[config.mk]
export PLATFORM = sky130hd
export DESIGN_NAME = data_mem_arbiter_flat
export DESIGN_NICKNAME = d
export VERILOG_FILES = /design/src/rtl/data_mem_arbiter_pkg.sv /design/src/rtl/data_mem_arbiter_if.sv /design/src/rtl/data_mem_arbiter_starve_counter.sv /design/src/rtl/data_mem_arbiter.sv /design/src/flat_wrapper.sv
export SDC_FILE = /design/constraint.sdc
export NUM_CORES = 1
export LEC_CHECK = 0
export CORE_UTILIZATION = 37
export CTS_BUF_LIST = sky130_fd_sc_hd__clkbuf_16
export CTS_CLUSTER_DIAMETER = 30
export DETAILED_ROUTE_END_ITERATION = 8
export PLACE_DENSITY = 0.92
export SKIP_LAST_GASP = 1
export SLEW_MARGIN = 0
export SYNTH_ARGS = -nofsm -noshare
export SYNTH_HDL_FRONTEND = slang
export SYNTH_SLANG_ARGS = --single-unit
[constraint.sdc]
create_clock -name clk -period 2.6 [get_ports clk]
set_clock_uncertainty 0.2 [all_clocks]
set_input_delay 0.39 -clock clk [delete_from_list [all_inputs] [get_ports clk]]
set_output_delay 0.39 -clock clk [all_outputs]
set_load 0.05 [all_outputs]
[src/rtl/data_mem_arbiter_pkg.sv]
// Shared types and default widths for the data memory arbiter.
package data_mem_arbiter_pkg;

    localparam int unsigned DATA_W   = 16;
    localparam int unsigned ADDR_W   = 8;
    localparam int unsigned STARVE_W = 4;
    localparam int unsigned STAT_W   = 16;

    typedef enum logic [1:0] {
        IDLE         = 2'd0,
        CPU_RD_WAIT  = 2'd1,
        HOST_RD_WAIT = 2'd2
    } arb_state_e;

    typedef struct packed {
        logic              we;
        logic [ADDR_W-1:0] addr;
        logic [DATA_W-1:0] wdata;
    } mem_req_t;

endpackage

[src/rtl/data_mem_arbiter_if.sv]
// CPU, host and memory-side signals of the data memory arbiter.
interface data_mem_arbiter_if;
    import data_mem_arbiter_pkg::*;

    logic              cpu_read;
    logic              cpu_write;
    logic [ADDR_W-1:0] cpu_addr;
    logic [DATA_W-1:0] cpu_wdata;
    logic [DATA_W-1:0] cpu_rdata;
    logic              cpu_stall;

    logic              host_req;
    logic              host_we;
    logic [ADDR_W-1:0] host_addr;
    logic [DATA_W-1:0] host_wdata;
    logic              host_gnt;
    logic              host_rvalid;
    logic [DATA_W-1:0] host_rdata;

    logic              mem_en;
    logic              mem_we;
    logic [ADDR_W-1:0] mem_addr;
    logic [DATA_W-1:0] mem_wdata;
    logic [DATA_W-1:0] mem_rdata;

    // Arbiter view
    modport slave (
        input  cpu_read, cpu_write, cpu_addr, cpu_wdata,
        output cpu_rdata, cpu_stall,
        input  host_req, host_we, host_addr, host_wdata,
        output host_gnt, host_rvalid, host_rdata,
        output mem_en, mem_we, mem_addr, mem_wdata,
        input  mem_rdata
    );

    // Requester / memory model view
    modport master (
        output cpu_read, cpu_write, cpu_addr, cpu_wdata,
        input  cpu_rdata, cpu_stall,
        output host_req, host_we, host_addr, host_wdata,
        input  host_gnt, host_rvalid, host_rdata,
        input  mem_en, mem_we, mem_addr, mem_wdata,
        output mem_rdata
    );

endinterface

[src/rtl/data_mem_arbiter_starve_counter.sv]
// Saturating up-counter with synchronous clear; holds at LIMIT.
module data_mem_arbiter_starve_counter #(
    parameter int unsigned W     = 4,
    parameter int unsigned LIMIT = 4
) (
    input  logic         clk,
    input  logic         rst_n,
    input  logic         inc,
    input  logic         clr,
    output logic [W-1:0] cnt
);

    logic [W-1:0] cnt_q;
    logic [W-1:0] cnt_d;

    always_comb begin
        cnt_d = cnt_q;
        if (clr) begin
            cnt_d = '0;
        end else if (inc && (cnt_q != W'(LIMIT))) begin
            cnt_d = cnt_q + W'(1);
        end
    end

    always_ff @(posedge clk or negedge rst_n) begin
        if (!rst_n) begin
            cnt_q <= '0;
        end else begin
            cnt_q <= cnt_d;
        end
    end

    assign cnt = cnt_q;

endmodule

[src/rtl/data_mem_arbiter.sv]
// Single-port data memory arbiter: CPU priority with a host starvation guard.
// Optional build macro ARB_STATS_EN adds stall-cycle and host-grant counters.
module data_mem_arbiter
    import data_mem_arbiter_pkg::*;
#(
    parameter int unsigned STARVE_LIMIT = 4
) (
    input  logic                clk,
    input  logic                rst_n,
    data_mem_arbiter_if.slave   bus
`ifdef ARB_STATS_EN
    ,
    output logic [STAT_W-1:0]   stat_stall_cycles,
    output logic [STAT_W-1:0]   stat_host_grants
`endif
);

    arb_state_e          state_q;
    arb_state_e          state_d;
    logic [DATA_W-1:0]   cpu_rdata_q;
    logic [DATA_W-1:0]   cpu_rdata_d;
    logic [DATA_W-1:0]   host_rdata_q;
    logic [DATA_W-1:0]   host_rdata_d;
    logic [STARVE_W-1:0] starve_cnt;

    logic                cpu_req_c;
    logic                starve_full_c;
    logic                host_win_c;
    mem_req_t            mem_req_c;
    logic                mem_en_c;
    logic                host_gnt_c;
    logic                host_rvalid_c;
    logic                cpu_stall_c;
    logic [DATA_W-1:0]   cpu_rdata_c;
    logic [DATA_W-1:0]   host_rdata_c;

    assign cpu_req_c     = bus.cpu_read | bus.cpu_write;
    assign starve_full_c = (starve_cnt == STARVE_W'(STARVE_LIMIT));
    assign host_win_c    = bus.host_req & (~cpu_req_c | starve_full_c);

    // Arbitration and port muxing; rst_n gating keeps every strobe low while reset is held
    always_comb begin
        state_d       = state_q;
        cpu_rdata_d   = cpu_rdata_q;
        host_rdata_d  = host_rdata_q;
        mem_req_c     = '0;
        mem_en_c      = 1'b0;
        host_gnt_c    = 1'b0;
        host_rvalid_c = 1'b0;
        cpu_stall_c   = 1'b0;
        cpu_rdata_c   = cpu_rdata_q;
        host_rdata_c  = host_rdata_q;

        case (state_q)
            IDLE: begin
                if (rst_n && host_win_c) begin
                    mem_en_c    = 1'b1;
                    mem_req_c   = '{we: bus.host_we, addr: bus.host_addr, wdata: bus.host_wdata};
                    host_gnt_c  = 1'b1;
                    cpu_stall_c = cpu_req_c;
                    if (!bus.host_we) begin
                        state_d = HOST_RD_WAIT;
                    end
                end else if (rst_n && cpu_req_c) begin
                    mem_en_c  = 1'b1;
                    mem_req_c = '{we: bus.cpu_write, addr: bus.cpu_addr, wdata: bus.cpu_wdata};
                    // A store wins over a simultaneous load, so only a pure load waits
                    if (!bus.cpu_write) begin
                        cpu_stall_c = 1'b1;
                        state_d     = CPU_RD_WAIT;
                    end
                end
            end
            CPU_RD_WAIT: begin
                cpu_rdata_c = bus.mem_rdata;
                cpu_rdata_d = bus.mem_rdata;
                state_d     = IDLE;
            end
            HOST_RD_WAIT: begin
                host_rvalid_c = 1'b1;
                host_rdata_c  = bus.mem_rdata;
                host_rdata_d  = bus.mem_rdata;
                cpu_stall_c   = cpu_req_c;
                state_d       = IDLE;
            end
            default: begin
                state_d = IDLE;
            end
        endcase
    end

    always_ff @(posedge clk or negedge rst_n) begin
        if (!rst_n) begin
            state_q      <= IDLE;
            cpu_rdata_q  <= '0;
            host_rdata_q <= '0;
        end else begin
            state_q      <= state_d;
            cpu_rdata_q  <= cpu_rdata_d;
            host_rdata_q <= host_rdata_d;
        end
    end

    data_mem_arbiter_starve_counter #(
        .W     (STARVE_W),
        .LIMIT (STARVE_LIMIT)
    ) u_starve (
        .clk   (clk),
        .rst_n (rst_n),
        .inc   (bus.host_req & ~host_gnt_c),
        .clr   (~bus.host_req | host_gnt_c),
        .cnt   (starve_cnt)
    );

    assign bus.mem_en      = mem_en_c;
    assign bus.mem_we      = mem_req_c.we;
    assign bus.mem_addr    = mem_req_c.addr;
    assign bus.mem_wdata   = mem_req_c.wdata;
    assign bus.cpu_stall   = cpu_stall_c;
    assign bus.cpu_rdata   = cpu_rdata_c;
    assign bus.host_gnt    = host_gnt_c;
    assign bus.host_rvalid = host_rvalid_c;
    assign bus.host_rdata  = host_rdata_c;

`ifdef ARB_STATS_EN
    data_mem_arbiter_starve_counter #(
        .W     (STAT_W),
        .LIMIT (32'h0000_FFFF)
    ) u_stat_stall (
        .clk   (clk),
        .rst_n (rst_n),
        .inc   (cpu_stall_c),
        .clr   (1'b0),
        .cnt   (stat_stall_cycles)
    );

    data_mem_arbiter_starve_counter #(
        .W     (STAT_W),
        .LIMIT (32'h0000_FFFF)
    ) u_stat_gnt (
        .clk   (clk),
        .rst_n (rst_n),
        .inc   (host_gnt_c),
        .clr   (1'b0),
        .cnt   (stat_host_grants)
    );
`endif

endmodule

[src/flat_wrapper.sv]
// flat-port wrapper written by rule: the top's interface ports become plain ports
module data_mem_arbiter_flat import data_mem_arbiter_pkg::*;
#(
    parameter int unsigned STARVE_LIMIT = 4
)
  (clk, rst_n, bus_cpu_read, bus_cpu_write, bus_cpu_addr, bus_cpu_wdata, bus_cpu_rdata, bus_cpu_stall, bus_host_req, bus_host_we, bus_host_addr, bus_host_wdata, bus_host_gnt, bus_host_rvalid, bus_host_rdata, bus_mem_en, bus_mem_we, bus_mem_addr, bus_mem_wdata, bus_mem_rdata);
  data_mem_arbiter_if bus_i ();
  input  logic clk;
  input  logic rst_n;
  input wire logic [$bits(bus_i.cpu_read)-1:0] bus_cpu_read;
  input wire logic [$bits(bus_i.cpu_write)-1:0] bus_cpu_write;
  input wire logic [$bits(bus_i.cpu_addr)-1:0] bus_cpu_addr;
  input wire logic [$bits(bus_i.cpu_wdata)-1:0] bus_cpu_wdata;
  output wire logic [$bits(bus_i.cpu_rdata)-1:0] bus_cpu_rdata;
  output wire logic [$bits(bus_i.cpu_stall)-1:0] bus_cpu_stall;
  input wire logic [$bits(bus_i.host_req)-1:0] bus_host_req;
  input wire logic [$bits(bus_i.host_we)-1:0] bus_host_we;
  input wire logic [$bits(bus_i.host_addr)-1:0] bus_host_addr;
  input wire logic [$bits(bus_i.host_wdata)-1:0] bus_host_wdata;
  output wire logic [$bits(bus_i.host_gnt)-1:0] bus_host_gnt;
  output wire logic [$bits(bus_i.host_rvalid)-1:0] bus_host_rvalid;
  output wire logic [$bits(bus_i.host_rdata)-1:0] bus_host_rdata;
  output wire logic [$bits(bus_i.mem_en)-1:0] bus_mem_en;
  output wire logic [$bits(bus_i.mem_we)-1:0] bus_mem_we;
  output wire logic [$bits(bus_i.mem_addr)-1:0] bus_mem_addr;
  output wire logic [$bits(bus_i.mem_wdata)-1:0] bus_mem_wdata;
  input wire logic [$bits(bus_i.mem_rdata)-1:0] bus_mem_rdata;
  assign bus_i.cpu_read = bus_cpu_read;
  assign bus_i.cpu_write = bus_cpu_write;
  assign bus_i.cpu_addr = bus_cpu_addr;
  assign bus_i.cpu_wdata = bus_cpu_wdata;
  assign bus_cpu_rdata = bus_i.cpu_rdata;
  assign bus_cpu_stall = bus_i.cpu_stall;
  assign bus_i.host_req = bus_host_req;
  assign bus_i.host_we = bus_host_we;
  assign bus_i.host_addr = bus_host_addr;
  assign bus_i.host_wdata = bus_host_wdata;
  assign bus_host_gnt = bus_i.host_gnt;
  assign bus_host_rvalid = bus_i.host_rvalid;
  assign bus_host_rdata = bus_i.host_rdata;
  assign bus_mem_en = bus_i.mem_en;
  assign bus_mem_we = bus_i.mem_we;
  assign bus_mem_addr = bus_i.mem_addr;
  assign bus_mem_wdata = bus_i.mem_wdata;
  assign bus_i.mem_rdata = bus_mem_rdata;
  data_mem_arbiter #(.STARVE_LIMIT(STARVE_LIMIT)) u_core (.clk(clk), .rst_n(rst_n), .bus(bus_i));
endmodule
==> results.sh <==
export IMPL_clock_latency_ns=0.28
export IMPL_drv_slew=0
export IMPL_violations="negative setup slack"
export IMPL_gp_congestion=0.834
export IMPL_antenna_found_initial=0
export IMPL_numPortBuffers=130
export IMPL_final_area_um2=4560
export IMPL_ff_latch_area_um2=951
export IMPL_end_kind="output port"
export IMPL_grt_use_total_pct=26.8
export IMPL_crit_type="reg -> out"
export IMPL_cts_buffer_depth=2
export IMPL_syn_nets=268
export IMPL_synth_distinct_cells=31
export IMPL_root_buffer="clkbuf_16"
export IMPL_core_area_um2=5540
export IMPL_p_leak_nw=1.88
export IMPL_cts_tree="done"
export IMPL_setup_viol=24
export IMPL_maxCapViolations=0
export IMPL_nFillCells=281
export IMPL_final_net_count=416
export IMPL_ant_nets=0
export IMPL_firstDrtPassIters=4
export IMPL_critPathLaunchType="register"
export IMPL_critical_path_slowest_cell="dfrtp_1"
export IMPL_worst_pin_slew_ns=0.440
export IMPL_io_pins=131
export IMPL_avgSynthCellArea_um2=11.0
export IMPL_finalPower_mw=3.89
export IMPL_min_period_ns=2.71
export IMPL_yosys_register_bits=38
export IMPL_arrival_ns=2.12
export IMPL_fmax_mhz=369
export IMPL_htreeDepth=2
export IMPL_critPathMaxStageDelay_ns=0.42
export IMPL_hold_viol_final=0
export IMPL_yosys_warnings=0
export IMPL_cts_buffers=5
export IMPL_seq_area_frac_synth_pct=44.2
export IMPL_multi_input_area_um2=1380
export IMPL_rrSetupSlack_ns=0.72
export IMPL_dp_hpwl_mm=5.07
export IMPL_vdd_drop_max_v=0.000719
export IMPL_wl_per_cell_um=20.4
export IMPL_final_cells=417
export IMPL_worst_slack_ns=-0.108
export IMPL_die_y_um=78.2
export IMPL_grt_max_degree=55
export IMPL_cp_cell_sequence="inv_2, ha_4, nand3b_1, a21oi_4, buf_6, buf_12, mux2i_4, buf_12"
export IMPL_crit_path_max_fanout=6
export IMPL_worst_hold_path_type="reg -> reg"
export IMPL_timing_final_crit_share_pct=104
export IMPL_grt_first_pass_wirelength_mm=12.4
export IMPL_dp_cells=394
export IMPL_synthArstFlopShare_pct=100
export IMPL_post_place_ws_ns=-0.0407
export IMPL_required_ns=2.01
export IMPL_detailed_place_area_um2=3940
export IMPL_via_per_inst=5.29
export IMPL_drc=0
export IMPL_die_w_um=78.2
export IMPL_powerDensity_nw_per_um2=854
export IMPL_clock_sinks=38
export IMPL_crit_path_frequent_cell="buf_12"
export IMPL_drtIter0Drc=167
export IMPL_dieArea_um2=6120
export IMPL_synth_edf_count=0
export IMPL_grt_remaining_overflow=0
export IMPL_synthFlopType="dfrtp_1"
export IMPL_synth_area_um2=2150
export IMPL_routed_wl_mm=8.50
export IMPL_max_slew_margin_rel_pct=70.8
export IMPL_start_util_pct=38.8
export IMPL_grt_pass1_vias=2366
export IMPL_synthCells=196
export IMPL_clk_pin_slew_ns=0.06
export IMPL_antenna_cells=0
export IMPL_vias=2206
export IMPL_run_status="finished with violations"
export IMPL_drive_gt1_share_pct=45.5
export IMPL_syn_to_final_growth_pct=112
export IMPL_rsz0062_at_grt="yes"
export IMPL_num_rows=27
## cells in the mapped netlist (all sizes together), types with 2 or more instances
cell / number / share of area (%)
dfrtp: 38 / 44
mux2: 32 / 17
nand2: 28 / 4.9
mux2i: 26 / 12
nand3: 25 / 5.8
buf: 13 / 5.4
a21oi: 4 / 1.5
inv: 4 / 0.70
clkbuf: 3 / 0.52
ha: 2 / 1.2
nor2: 2 / 0.35
nor3b: 2 / 0.70
xnor2: 2 / 0.81
## final cells by class
cell class                 count  area share, %
timing repair buffer         157           43.5
clock inverter                 3          0.357
inverter                       4          0.329
sequential                    38           20.9
tap                           72           1.98
multi-input combinational    138           30.2
clock buffer                   5           2.74
## kinds of logic after synthesis
family                     synth area share (%)
and+or+nand+nor                            14.7
xor gates and xnor gates                  0.815
AOI/OAI and AO/OA                          3.61
adders and majority gates                  1.16
buffers and inverters                      6.63
DFF                                        44.2
muxes                                      28.9
## cells in the final DEF, fill, tap and decap left out, drive strengths merged, types with 2 or more instances in the layout
cell type / n
xnor2: 2
dfrtp: 38
nor2: 2
buf: 87
nor3b: 2
inv: 4
mux2i: 26
a21oi: 4
clkbuf: 5
dlygate4sd2: 2
dlygate4sd3: 2
clkdlybuf4s50: 66
ha: 2
nand2: 28
mux2: 32
nand3: 25
clkinv: 2
## power by group
part           switching (mW)  total, mW  leakage, nW  internal, mW
Sequential             0.0809      0.873        0.457         0.792
Combinational            1.37       2.44         1.35          1.07
Clock                   0.230      0.580       0.0672         0.350
## critical path: cells and delay by family, from the launching register on
kind	cells	cell delay, ns
and+or+nand+nor	1	0.17
buffers and inverters	4	0.57
adders and majority gates	1	0.14
DFF	1	0.42
muxes	1	0.26
AOI/OAI and AO/OA	1	0.27
## timing repair
item,in CTS,in global routing
hold endpoints to repair,4,0
resized for setup,48,11
buffers inserted,5,6
endpoints found under the setup margin,24,27
hold buffers,2,0
pin swaps,2,2
gates cloned,2,0
## metal layers
layer | wire, um | part of all wire, % | vias to the layer above | global-route usage, %
met5 | 0 | 0 | - | 0
met4 | 314 | 3.7 | 0 | 10.9
met3 | 576 | 6.8 | 28 | 6.51
met2 | 4650 | 55 | 119 | 50.4
met1 | 2960 | 35 | 1081 | 28.5
li1 | - | - | 978 | -
## stage by stage
step | utilization (%) | setup TNS (ns) | hold WS, ns
after floorplan | - | -3.88 | -0.106
after global placement | 71.2 | 0 | 0.0133
after detailed placement | 71.2 | -0.119 | 0.0184
after CTS | 80.4 | -0.0320 | 0.299
after global routing | 82.3 | -3.26 | 0.310
final | 82.3 | -2.15 | 0.294
## worst paths after layout
check | startpoint | to | cells past startpoint
max | u_core.u_starve.cnt[1] | bus_mem_wdata[9] | 8
min | u_core.host_rdata_q[8] | u_core.host_rdata_q[8] | 1
max reg2reg | u_core.u_starve.cnt[1] | u_core.state_q[0] | 7
min reg2reg | u_core.host_rdata_q[8] | u_core.host_rdata_q[8] | 1
max in group asynchronous | rst_n | u_core.u_starve.cnt[3] | 3
min in group asynchronous | rst_n | u_core.state_q[0] | 2
## state kept, by name, summed over array words and instances, names as in the netlist
signal and cells:
u_core.u_starve.cnt 4, u_core.state_q 2, u_core.cpu_rdata_q 16, u_core.host_rdata_q 16
Note: power is estimated with default switching activity, not from simulation.
